### src/rtl/vga_timing_pkg.sv
// Shared VGA raster definitions: default 640x480@60 timing, totals helpers and
// the coordinate / sync-bundle types used by the timing generator.
package vga_timing_pkg;

    localparam int H_DISPLAY_DEF = 640;
    localparam int H_FRONT_DEF   = 16;
    localparam int H_SYNC_DEF    = 96;
    localparam int H_BACK_DEF    = 48;
    localparam int V_DISPLAY_DEF = 480;
    localparam int V_FRONT_DEF   = 10;
    localparam int V_SYNC_DEF    = 2;
    localparam int V_BACK_DEF    = 33;

    // Counters are 10 bits, so neither total may exceed this.
    localparam int MAX_TOTAL = 1024;

    typedef logic [9:0] coord_t;

    typedef struct packed {
        logic hsync;
        logic vsync;
        logic video_on;
    } sync_t;

    function automatic int h_total(input int disp, input int front, input int sync,
                                   input int back);
        return disp + front + sync + back;
    endfunction

    function automatic int v_total(input int disp, input int front, input int sync,
                                   input int back);
        return disp + front + sync + back;
    endfunction

endpackage

### src/rtl/sync_delay_line.sv
// Enable-gated shift register used to re-align sync/blank with a downstream
// pixel pipeline. DEPTH==0 is a straight wire.
module sync_delay_line #(
    parameter int               WIDTH     = 1,
    parameter int               DEPTH     = 1,
    parameter logic [WIDTH-1:0] RESET_VAL = '0
) (
    input  logic             clk_i,
    input  logic             rst_ni,
    input  logic             en_i,
    input  logic [WIDTH-1:0] d_i,
    output logic [WIDTH-1:0] q_o
);

    if (DEPTH == 0) begin : g_bypass
        logic unused_ctrl;
        assign unused_ctrl = ^{clk_i, rst_ni, en_i};
        assign q_o         = d_i;
    end else begin : g_pipe
        logic [DEPTH-1:0][WIDTH-1:0] stage_q;

        always_ff @(posedge clk_i or negedge rst_ni) begin
            if (!rst_ni) begin
                stage_q <= {DEPTH{RESET_VAL}};
            end else if (en_i) begin
                stage_q[0] <= d_i;
                for (int i = 1; i < DEPTH; i++) begin
                    stage_q[i] <= stage_q[i-1];
                end
            end
        end

        assign q_o = stage_q[DEPTH-1];
    end

endmodule

### src/rtl/vga_timing_gen.sv
// VGA raster timing: pixel-rate divider, h/v counters, registered sync/blank
// decode and a pixel-rate delay line for pipeline-aligned syncs.
module vga_timing_gen
    import vga_timing_pkg::*;
#(
    parameter int CLK_DIV     = 4,
    parameter int H_DISPLAY   = H_DISPLAY_DEF,
    parameter int H_FRONT     = H_FRONT_DEF,
    parameter int H_SYNC      = H_SYNC_DEF,
    parameter int H_BACK      = H_BACK_DEF,
    parameter int V_DISPLAY   = V_DISPLAY_DEF,
    parameter int V_FRONT     = V_FRONT_DEF,
    parameter int V_SYNC      = V_SYNC_DEF,
    parameter int V_BACK      = V_BACK_DEF,
    parameter bit SYNC_ACTIVE = 1'b0,
    parameter int PIPE_DELAY  = 1
) (
    input  logic       clk,
    input  logic       reset,
    output logic       p_tick,
    output logic [9:0] pix_x,
    output logic [9:0] pix_y,
    output logic       video_on,
    output logic       hsync,
    output logic       vsync,
    output logic       line_start,
    output logic       frame_start,
    output logic       hsync_d,
    output logic       vsync_d,
    output logic       video_on_d
);

    localparam int H_TOTAL = h_total(H_DISPLAY, H_FRONT, H_SYNC, H_BACK);
    localparam int V_TOTAL = v_total(V_DISPLAY, V_FRONT, V_SYNC, V_BACK);

    if (H_TOTAL > MAX_TOTAL || V_TOTAL > MAX_TOTAL) begin : g_total_chk
        $error("vga_timing_gen: H_TOTAL/V_TOTAL exceed 1024");
    end
    if (CLK_DIV < 1 || CLK_DIV > 16) begin : g_div_chk
        $error("vga_timing_gen: CLK_DIV must be 1..16");
    end
    if (PIPE_DELAY < 0 || PIPE_DELAY > 7) begin : g_delay_chk
        $error("vga_timing_gen: PIPE_DELAY must be 0..7");
    end

    localparam logic [3:0] DIV_LAST     = 4'(CLK_DIV - 1);
    localparam coord_t     H_LAST       = coord_t'(H_TOTAL - 1);
    localparam coord_t     V_LAST       = coord_t'(V_TOTAL - 1);
    localparam coord_t     H_VIS        = coord_t'(H_DISPLAY);
    localparam coord_t     V_VIS        = coord_t'(V_DISPLAY);
    localparam coord_t     H_SYNC_FIRST = coord_t'(H_DISPLAY + H_FRONT);
    localparam coord_t     H_SYNC_LAST  = coord_t'(H_DISPLAY + H_FRONT + H_SYNC - 1);
    localparam coord_t     V_SYNC_FIRST = coord_t'(V_DISPLAY + V_FRONT);
    localparam coord_t     V_SYNC_LAST  = coord_t'(V_DISPLAY + V_FRONT + V_SYNC - 1);

    logic [3:0] div_q, div_d;
    coord_t     x_q, x_d, y_q, y_d;
    logic       hs_q, hs_d, vs_q, vs_d, von_q, von_d;
    logic       ls_q, ls_d, fs_q, fs_d;
    logic       x_wrap;

    assign p_tick = (div_q == DIV_LAST);
    assign x_wrap = (x_q == H_LAST);

    // Sync/blank decode from the next-state counters so the registered
    // outputs change on the same edge as pix_x/pix_y.
    always_comb begin
        div_d = p_tick ? 4'd0 : div_q + 4'd1;
        x_d   = x_q;
        y_d   = y_q;
        if (p_tick) begin
            x_d = x_wrap ? '0 : x_q + 10'd1;
            if (x_wrap) begin
                y_d = (y_q == V_LAST) ? '0 : y_q + 10'd1;
            end
        end
        hs_d  = (x_d >= H_SYNC_FIRST && x_d <= H_SYNC_LAST) ? SYNC_ACTIVE : ~SYNC_ACTIVE;
        vs_d  = (y_d >= V_SYNC_FIRST && y_d <= V_SYNC_LAST) ? SYNC_ACTIVE : ~SYNC_ACTIVE;
        von_d = (x_d < H_VIS) && (y_d < V_VIS);
        ls_d  = p_tick && x_wrap;
        fs_d  = p_tick && x_wrap && (y_q == V_LAST);
    end

    // Reset parks the counters on the last pixel so the first tick enters (0,0).
    always_ff @(posedge clk or negedge reset) begin
        if (!reset) begin
            div_q <= 4'd0;
            x_q   <= H_LAST;
            y_q   <= V_LAST;
            hs_q  <= ~SYNC_ACTIVE;
            vs_q  <= ~SYNC_ACTIVE;
            von_q <= 1'b0;
            ls_q  <= 1'b0;
            fs_q  <= 1'b0;
        end else begin
            div_q <= div_d;
            x_q   <= x_d;
            y_q   <= y_d;
            hs_q  <= hs_d;
            vs_q  <= vs_d;
            von_q <= von_d;
            ls_q  <= ls_d;
            fs_q  <= fs_d;
        end
    end

    sync_t sync_now, sync_dly;

    assign sync_now = '{hsync: hs_q, vsync: vs_q, video_on: von_q};

    sync_delay_line #(
        .WIDTH    (3),
        .DEPTH    (PIPE_DELAY),
        .RESET_VAL({~SYNC_ACTIVE, ~SYNC_ACTIVE, 1'b0})
    ) u_sync_dly (
        .clk_i (clk),
        .rst_ni(reset),
        .en_i  (p_tick),
        .d_i   (sync_now),
        .q_o   (sync_dly)
    );

    assign pix_x       = x_q;
    assign pix_y       = y_q;
    assign hsync       = hs_q;
    assign vsync       = vs_q;
    assign video_on    = von_q;
    assign line_start  = ls_q;
    assign frame_start = fs_q;
    assign hsync_d     = sync_dly.hsync;
    assign vsync_d     = sync_dly.vsync;
    assign video_on_d  = sync_dly.video_on;

endmodule
### config.mk
export PLATFORM = sky130hd
export DESIGN_NAME = vga_timing_gen
export DESIGN_NICKNAME = d
export VERILOG_FILES = /design/src/rtl/vga_timing_pkg.sv /design/src/rtl/sync_delay_line.sv /design/src/rtl/vga_timing_gen.sv
export SDC_FILE = /design/constraint.sdc
export NUM_CORES = 1
export LEC_CHECK = 0
export ABC_CLOCK_PERIOD_IN_PS = 2200
export CAP_MARGIN = 20
export CORE_MARGIN = 2
export CORE_UTILIZATION = 50
export DETAILED_ROUTE_END_ITERATION = 8
export GPL_ROUTABILITY_DRIVEN = 0
export MAX_ROUTING_LAYER = met4
export PLACE_DENSITY = 0.78
export RECOVER_POWER = 25
export SYNTH_ARGS = -nofsm -noshare
export SYNTH_HDL_FRONTEND = slang
export SYNTH_SLANG_ARGS = --single-unit
export TNS_END_PERCENT = 10
### constraint.sdc
create_clock -name clk -period 2.2 [get_ports clk]
set_input_delay 0.33 -clock clk [delete_from_list [all_inputs] [get_ports clk]]
set_output_delay 0.33 -clock clk [all_outputs]
set_load 0.01 [all_outputs]
==> impl_results.md, run 1 <==
- Leak: 0.000884 uW
- Diode count: 0
- Relative slew margins: -0.0714
- Post-DP HPWL: 2.62 mm
- Via density per instance: 5.51
- Max_cap viols: 1
- Initial core utilization: 0.515
- Pre-antenna DRT Iters: 4
- Layout cells sized above 1: 0.257
- Final-stage net count: around 210
- DR WL/cell: 15.2 um
- H-tree depth: 2
- Net Sw Frac: 0.214
- Main synth FF type: dfrtp_1
- Die W: 59.6 um
- Syn Nets: approximately 160
- CP Launch Type: flop
- Area Overhead vs Synth: 36.0%
- Hold Path Cell Cnt: 2
- Non-filler cells, final: 235
- Crit path time final: 2.17 ns
- Syn Inst Count: 149
- Part of the cycle the worst path needs: 0.988
- Asr flop ratio synth: 1.00
- Vias: roughly 1,300
- Filler cells: 224
- Setup crit end kind: flop
- Initial antenna violation count: 0
- WP data required: 2.47 ns
- Drt total wl: 3.58 mm
- Final Util: 0.700
- Total track usage: 0.234
- Worst Reg2Reg Path Length in Cells: 8
- RSZ-0062 raised after global routing: true
- First-pass GRT wire length: 5.88 mm
- Standard-cell row count: 20
- Core area: 3000 sq um
- Final Setup Violations: 0
- Max Slew Vio Count: 33
- Crit path max fanout: 5
- Gate power share: 0.012
- Antenna-violating nets left: 0
- Hold Path Class: flop to flop
- Switch Pwr: 212 uW
- Clk_lat worst skew: 0.34 ns
- Worst Tran Pin Value: 1.61 ns
- Final worst clock skew: 0.00594 ns
- Max IR drop VDD: 0.316 mV
- Clk sinks: 32
- Placed insts: around 220
- Largest net degree at the start of global routing: 33
- Critical path class: flop to flop
- Clock power frac: 0.393
- Register bit total from synthesis: 32
- Yosys warns: 0
- Clk Tree Root Cell: clkbuf_4
- Failing checks: max-capacitance violations, max-slew violations
- F_max: 0.460 GHz
- Clk buf depth: 2
- DR iter-0 viols: 75
- TNS Setup: 0 ns
- Final Hold Violating Endpoints: 0
- Vias in the first global route: around 1,300
- Synth unique cells: 34
- Post-synthesis instance area: 1550 sq um
- DRC: 0
- Status: complete, but fails checks
- Pint: 778 uW
- Total congestion overflow: 0
- CTS buffer count: 5
- Io pins: 31
- Worst Path Arrival: roughly 2.4 ns
- DIE AREA: 3550 sq um
- Seq pwr share: 0.595
- Register area share after synthesis: 0.529
- CTS tree: yes
- Number of buffers added on ports: 30
- Clock transition at path regs: roughly 0.10 ns
- Pwr Density: around 470 nW/um^2
- Post-synth EDFFs: 0
- Die Span Y: 59.6 um
- Syn avg cell area: 10.4 sq um
-- kinds of logic after synthesis --
logic type,after synthesis,synth area share
XOR/XNOR,14,0.0793
AND/OR/NAND/NOR,72,0.264
adder cells (fa/ha/maj),4,0.0324
flip-flops,32,0.529
buffers and inverters,12,0.0413
AO/OA/AOI/OAI,15,0.0542
-- metrics by stage --
stage,area [sq um],setup WS (ns),total power [uW],hold WS [ns]
floorplan,1550,0.0919,600,0.0344
global placement,1970,0.0378,614,0.440
detailed placement,1970,-0.0513,614,0.455
CTS,2050,-0.00542,1000,0.373
global route,2100,-0.118,1020,0.482
finish,2100,0.0271,990,0.469
-- state kept, by name, summed over array words and instances, names as in the netlist --
register	flops
div_q	4
frame_start	1
hsync	1
line_start	1
pix_x	10
pix_y	10
u_sync_dly.q_o	3
video_on	1
vsync	1
-- final cells by class --
cell class	count	area [sq um]	share of cell area
Sequential cell	32	818	0.389
Multi-Input combinational cell	105	707	0.336
Timing Repair Buffer	48	434	0.206
Clock buffer	8	68.8	0.0327
Tap cell	33	41.3	0.0196
Inverter	9	33.8	0.0161
-- power groups by stage --
stage	clock network, uW	logic [uW]	registers, uW
3_3_place_gp	0	14.1	600
3_5_place_dp	0	14.4	600
4_1_cts	396	14.2	589
5_1_grt	418	14.8	589
2_1_floorplan	0	0.000273	600
6_report	389	12.0	589
-- synthesized netlist by cell type (2+ instances only) --
| cell | number | area [sq um] |
|---|---|---|
| ha_1 | 4 | 50.1 |
| dfrtp_1 | 18 | 450 |
| nand3_1 | 10 | 50.1 |
| nor2_1 | 11 | 41.3 |
| xnor2_1 | 9 | 78.8 |
| o21ai_0 | 9 | 45.0 |
| buf_6 | 2 | 22.5 |
| or3_1 | 2 | 12.5 |
| dfstp_2 | 14 | 368 |
| nand2_1 | 22 | 82.6 |
| xor2_1 | 5 | 43.8 |
| and3_1 | 3 | 18.8 |
| nand4_1 | 7 | 43.8 |
| nor4_1 | 4 | 25.0 |
| inv_1 | 8 | 30.0 |
| nor4_4 | 2 | 42.5 |
| nor3_1 | 2 | 10.0 |
-- per-layer routing --
layer	track usage	vias to the layer above	share of wire	wire (um)
met2	0.347	41	0.48	1700
met4	0.130	0	0.019	68
met1	0.294	622	0.44	1580
li1	-	624	-	-
met5	-	-	0	0
met3	0.0546	8	0.064	229
-- worst paths after layout --
kind / end / slack (ns) / start
max: vsync / 0.03 / div_q[0]
min: u_sync_dly.q_o[1] / 0.47 / vsync
max reg2reg: vsync / 0.03 / div_q[0]
min reg2reg: u_sync_dly.q_o[1] / 0.47 / vsync
max in group asynchronous: pix_y[8] / 0.35 / reset
min in group asynchronous: pix_y[5] / 0.91 / reset
-- what timing repair did --
item	4_1_cts	5_1_grt
setup buffers	0	3
hold buffers	0	0
gates cloned	0	0
pin swaps	0	7
gates resized for setup	4	10
setup endpoints to repair	4	5
-- worst max-delay path: stages (launching register included) --
cell      delay (ns)
dfrtp_1         0.39
ha_2            0.20
or3b_4          0.43
nor4_4          0.30
buf_4           0.19
nand4_1         0.11
xor2_1          0.18
and3_1          0.20
nand4b_1        0.10
-- cells in the final DEF, fill, tap and decap left out, types with 2 or more instances in the layout --
cell,n
nor4_1,3
clkdlybuf4s50_1,28
nand4_1,7
and3_1,3
inv_1,8
nand2_1,22
dfstp_2,14
nor4_4,2
or3_1,2
xor2_1,5
clkbuf_4,5
o21ai_0,6
ha_1,2
buf_4,16
nor2_1,11
nor3_1,2
clkbuf_8,2
dfrtp_1,18
nor3_4,2
nand3_1,10
o21ai_2,2
o21ai_1,2
xnor2_1,9
clkbuf_1,2
Note: power is estimated with default switching activity, not from simulation.
==> run 2: changes to the inputs <==
Settings changed: CORE_UTILIZATION 50 to 53, CTS_BUF_LIST from default to sky130_fd_sc_hd__clkbuf_4, CTS_CLUSTER_DIAMETER from default to 30, PLACE_DENSITY 0.78 to 0.82.
==> run 2 against run 1 <==
Effect of this change:
- worst setup slack lost 0.029 ns
- register-to-register slack got worse by 0.03 ns
- via count decreased by 0.69%
- clock skew rose by 0.0070 ns
- the run ends with max-capacitance violations, max-slew violations, negative setup slack left
- hold slack worse by 0.0077 ns
- maximum frequency decreased by 1.3%
==> impl_results.md, run 2 (synthesized netlist as in run 1, its figures left out) <==
- Status: complete, but fails checks
- Failing checks: max-capacitance violations, max-slew violations, negative setup slack
- CTS tree: yes
- Worst Tran Pin Value: 1.59 ns (-0.0160 ns)
- Critical Path Max Stage Delay: 0.42 ns (about the same)
- Non-filler cells, final: 235 (unchanged)
- Vias: 1,286 (-0.69%)
- Post-DP HPWL: 2.69 mm (+2.5%)
- Die Span Y: 58.0 um (-2.7%)
- Standard-cell row count: 19 (-5.0%)
- Setup crit end kind: flop
- DIE AREA: 3370 sq um (-5.3%)
- Core area: 2760 sq um (-8.2%)
- Area Overhead vs Synth: 33.3%
- Initial core utilization: 0.561 (+0.0458)
- Clock transition at path regs: 0.10 ns (about the same)
- First-pass GRT wire length: 5.69 mm (-3.3%)
- Final-stage net count: 209 (+0.97%)
- Io pins: 31 (unchanged)
- Part of the cycle the worst path needs: 1.00 (+0.0132)
- Total track usage: 0.232 (-0.00147)
- Final Setup Violations: 1 (+1)
- WP buf/inv: 1 (unchanged)
- DR iter-0 viols: 56 (-25%)
- Most common cell after layout, fill and taps aside: clkdlybuf4s50_1
- Hold-fix buffers, CTS: 0 (unchanged)
- Largest net degree at the start of global routing: 33 (unchanged)
- Clk buf depth: 2 (unchanged)
- Max_cap viols: 1 (unchanged)
- Most frequent cells in the layout: clkdlybuf4s50_1, nand2_1, buf_4
- DR WL/cell: 14.7 um (-3.6%)
- Drt total wl: 3.45 mm (-3.6%)
- Clk_lat worst skew: 0.31 ns (-0.03 ns)
- Initial antenna violation count: 0 (unchanged)
- Crit path max fanout: 4 (-1)
- Vias in the first global route: 1,241 (-3.6%)
- Pwr Density: 440 nW/um^2 (-6.5%)
- Max Slew Vio Count: 33 (unchanged)
- Final Util: 0.747 (+0.0469)
- Hold Path Class: flop to flop
- Min Hold Slack: 0.461 ns (-0.00771 ns)
- Antenna-violating nets left: 0 (unchanged)
- Clk Tree Root Cell: clkbuf_4
- Total congestion overflow: 0 (unchanged)
- TNS Setup: -0.00195 ns (-0.00195 ns)
- Clk sinks: 32 (unchanged)
- Pre-antenna DRT Iters: 4 (unchanged)
- Diode count: 0 (unchanged)
- Number of buffers added on ports: 30 (unchanged)
- Relative slew margins: -0.0607 (+0.0106)
- Placed insts: 225 (+0.45%)
- Die W: 58.0 um (-2.7%)
- Worst setup slack after layout: -0.00195 ns (-0.0291 ns)
- Leak: 0.000879 uW (-0.52%)
- Layout cells sized above 1: 0.240 (-0.0172)
- Crit path cell chain: ha_1, or3b_4, nor4_4, buf_4, nand4_1, xor2_1, and3_1, nand4b_1
- Final worst clock skew: 0.0129 ns (+0.00700 ns)
- CTS buffer count: 5 (unchanged)
- Pre-CTS setup slack: -0.0224 ns (+0.0289 ns)
- Max IR drop VDD: 0.361 mV (+14%)
- RSZ-0062 raised after global routing: true
- WP data required: 2.44 ns (-0.03 ns)
- DRC: 0 (unchanged)
- F_max: 0.454 GHz (-1.3%)
- Worst Path Arrival: 2.44 ns (about the same)
- Critical path class: flop to flop
- CP Launch Type: flop
- Final Hold Violating Endpoints: 0 (unchanged)
- Crit path time final: 2.20 ns (+0.0291 ns)
- Via density per instance: 5.47 (-0.69%)
- Crit-path leading delay family: simple AND/OR/NAND/NOR gates
- H-tree depth: 2 (unchanged)
- Critical path's slowest cell: or3b_4
==> run 2: report_power, final <==
part | switching [uW] | internal, uW | leakage [uW]
Combinational | 10.4 | 1.51 | 0.000466
Clock | 175 | 131 | 0.0000307
Sequential | 0 | 589 | 0.000383
Total | 186 | 721 | 0.000879
==> run 2: what timing repair did <==
action	CTS	global route
endpoints found under the setup margin	4	3
buffers inserted	0	2
gates resized for setup	3	1
pin swaps	0	2
==> run 2: final timing paths <==
path | slack (ns) | to | depth (start not counted) | startpoint
worst min register to register | 0.46 | u_sync_dly.q_o[1] | 2 | vsync
max in group asynchronous | 0.33 | div_q[3] | 2 | reset
worst max register to register | -0.002 | vsync | 8 | div_q[0]
worst max-delay path | -0.002 | vsync | 8 | div_q[0]
min in group asynchronous | 0.94 | u_sync_dly.q_o[0] | 2 | reset
worst min-delay path | 0.46 | u_sync_dly.q_o[1] | 2 | vsync
==> run 2: tightest hold or removal path, delay by kind of cell, from the launching register on <==
family	cells	cell delay (ns)
DFF	1	0.38
and+or+nand+nor	2	0.09
==> run 2: per-layer routing <==
metal / track usage / part of all wire / up-vias
met3: 0.0603 / 0.053 / 8
li1: - / - / 622
met4: 0.103 / 0.018 / 0
met5: - / 0 / -
met2: 0.343 / 0.50 / 41
met1: 0.303 / 0.43 / 615
==> run 2: metrics by stage <==
stage	power, uW	area [sq um]
2_1_floorplan	600	1550
3_3_place_gp	614	1990
3_5_place_dp	614	1990
4_1_cts	925	2050
5_1_grt	947	2060
6_report	907	2060
==> run 2: cell type report <==
class / count / area [sq um]
flip-flops and latches: 32 / 818
fillers: 184 / 697
multi-input cells: 105 / 672
repair buffers: 50 / 445
clock buffers: 6 / 45.0
well taps: 31 / 38.8
inverters: 9 / 33.8
clock inverters: 2 / 7.51
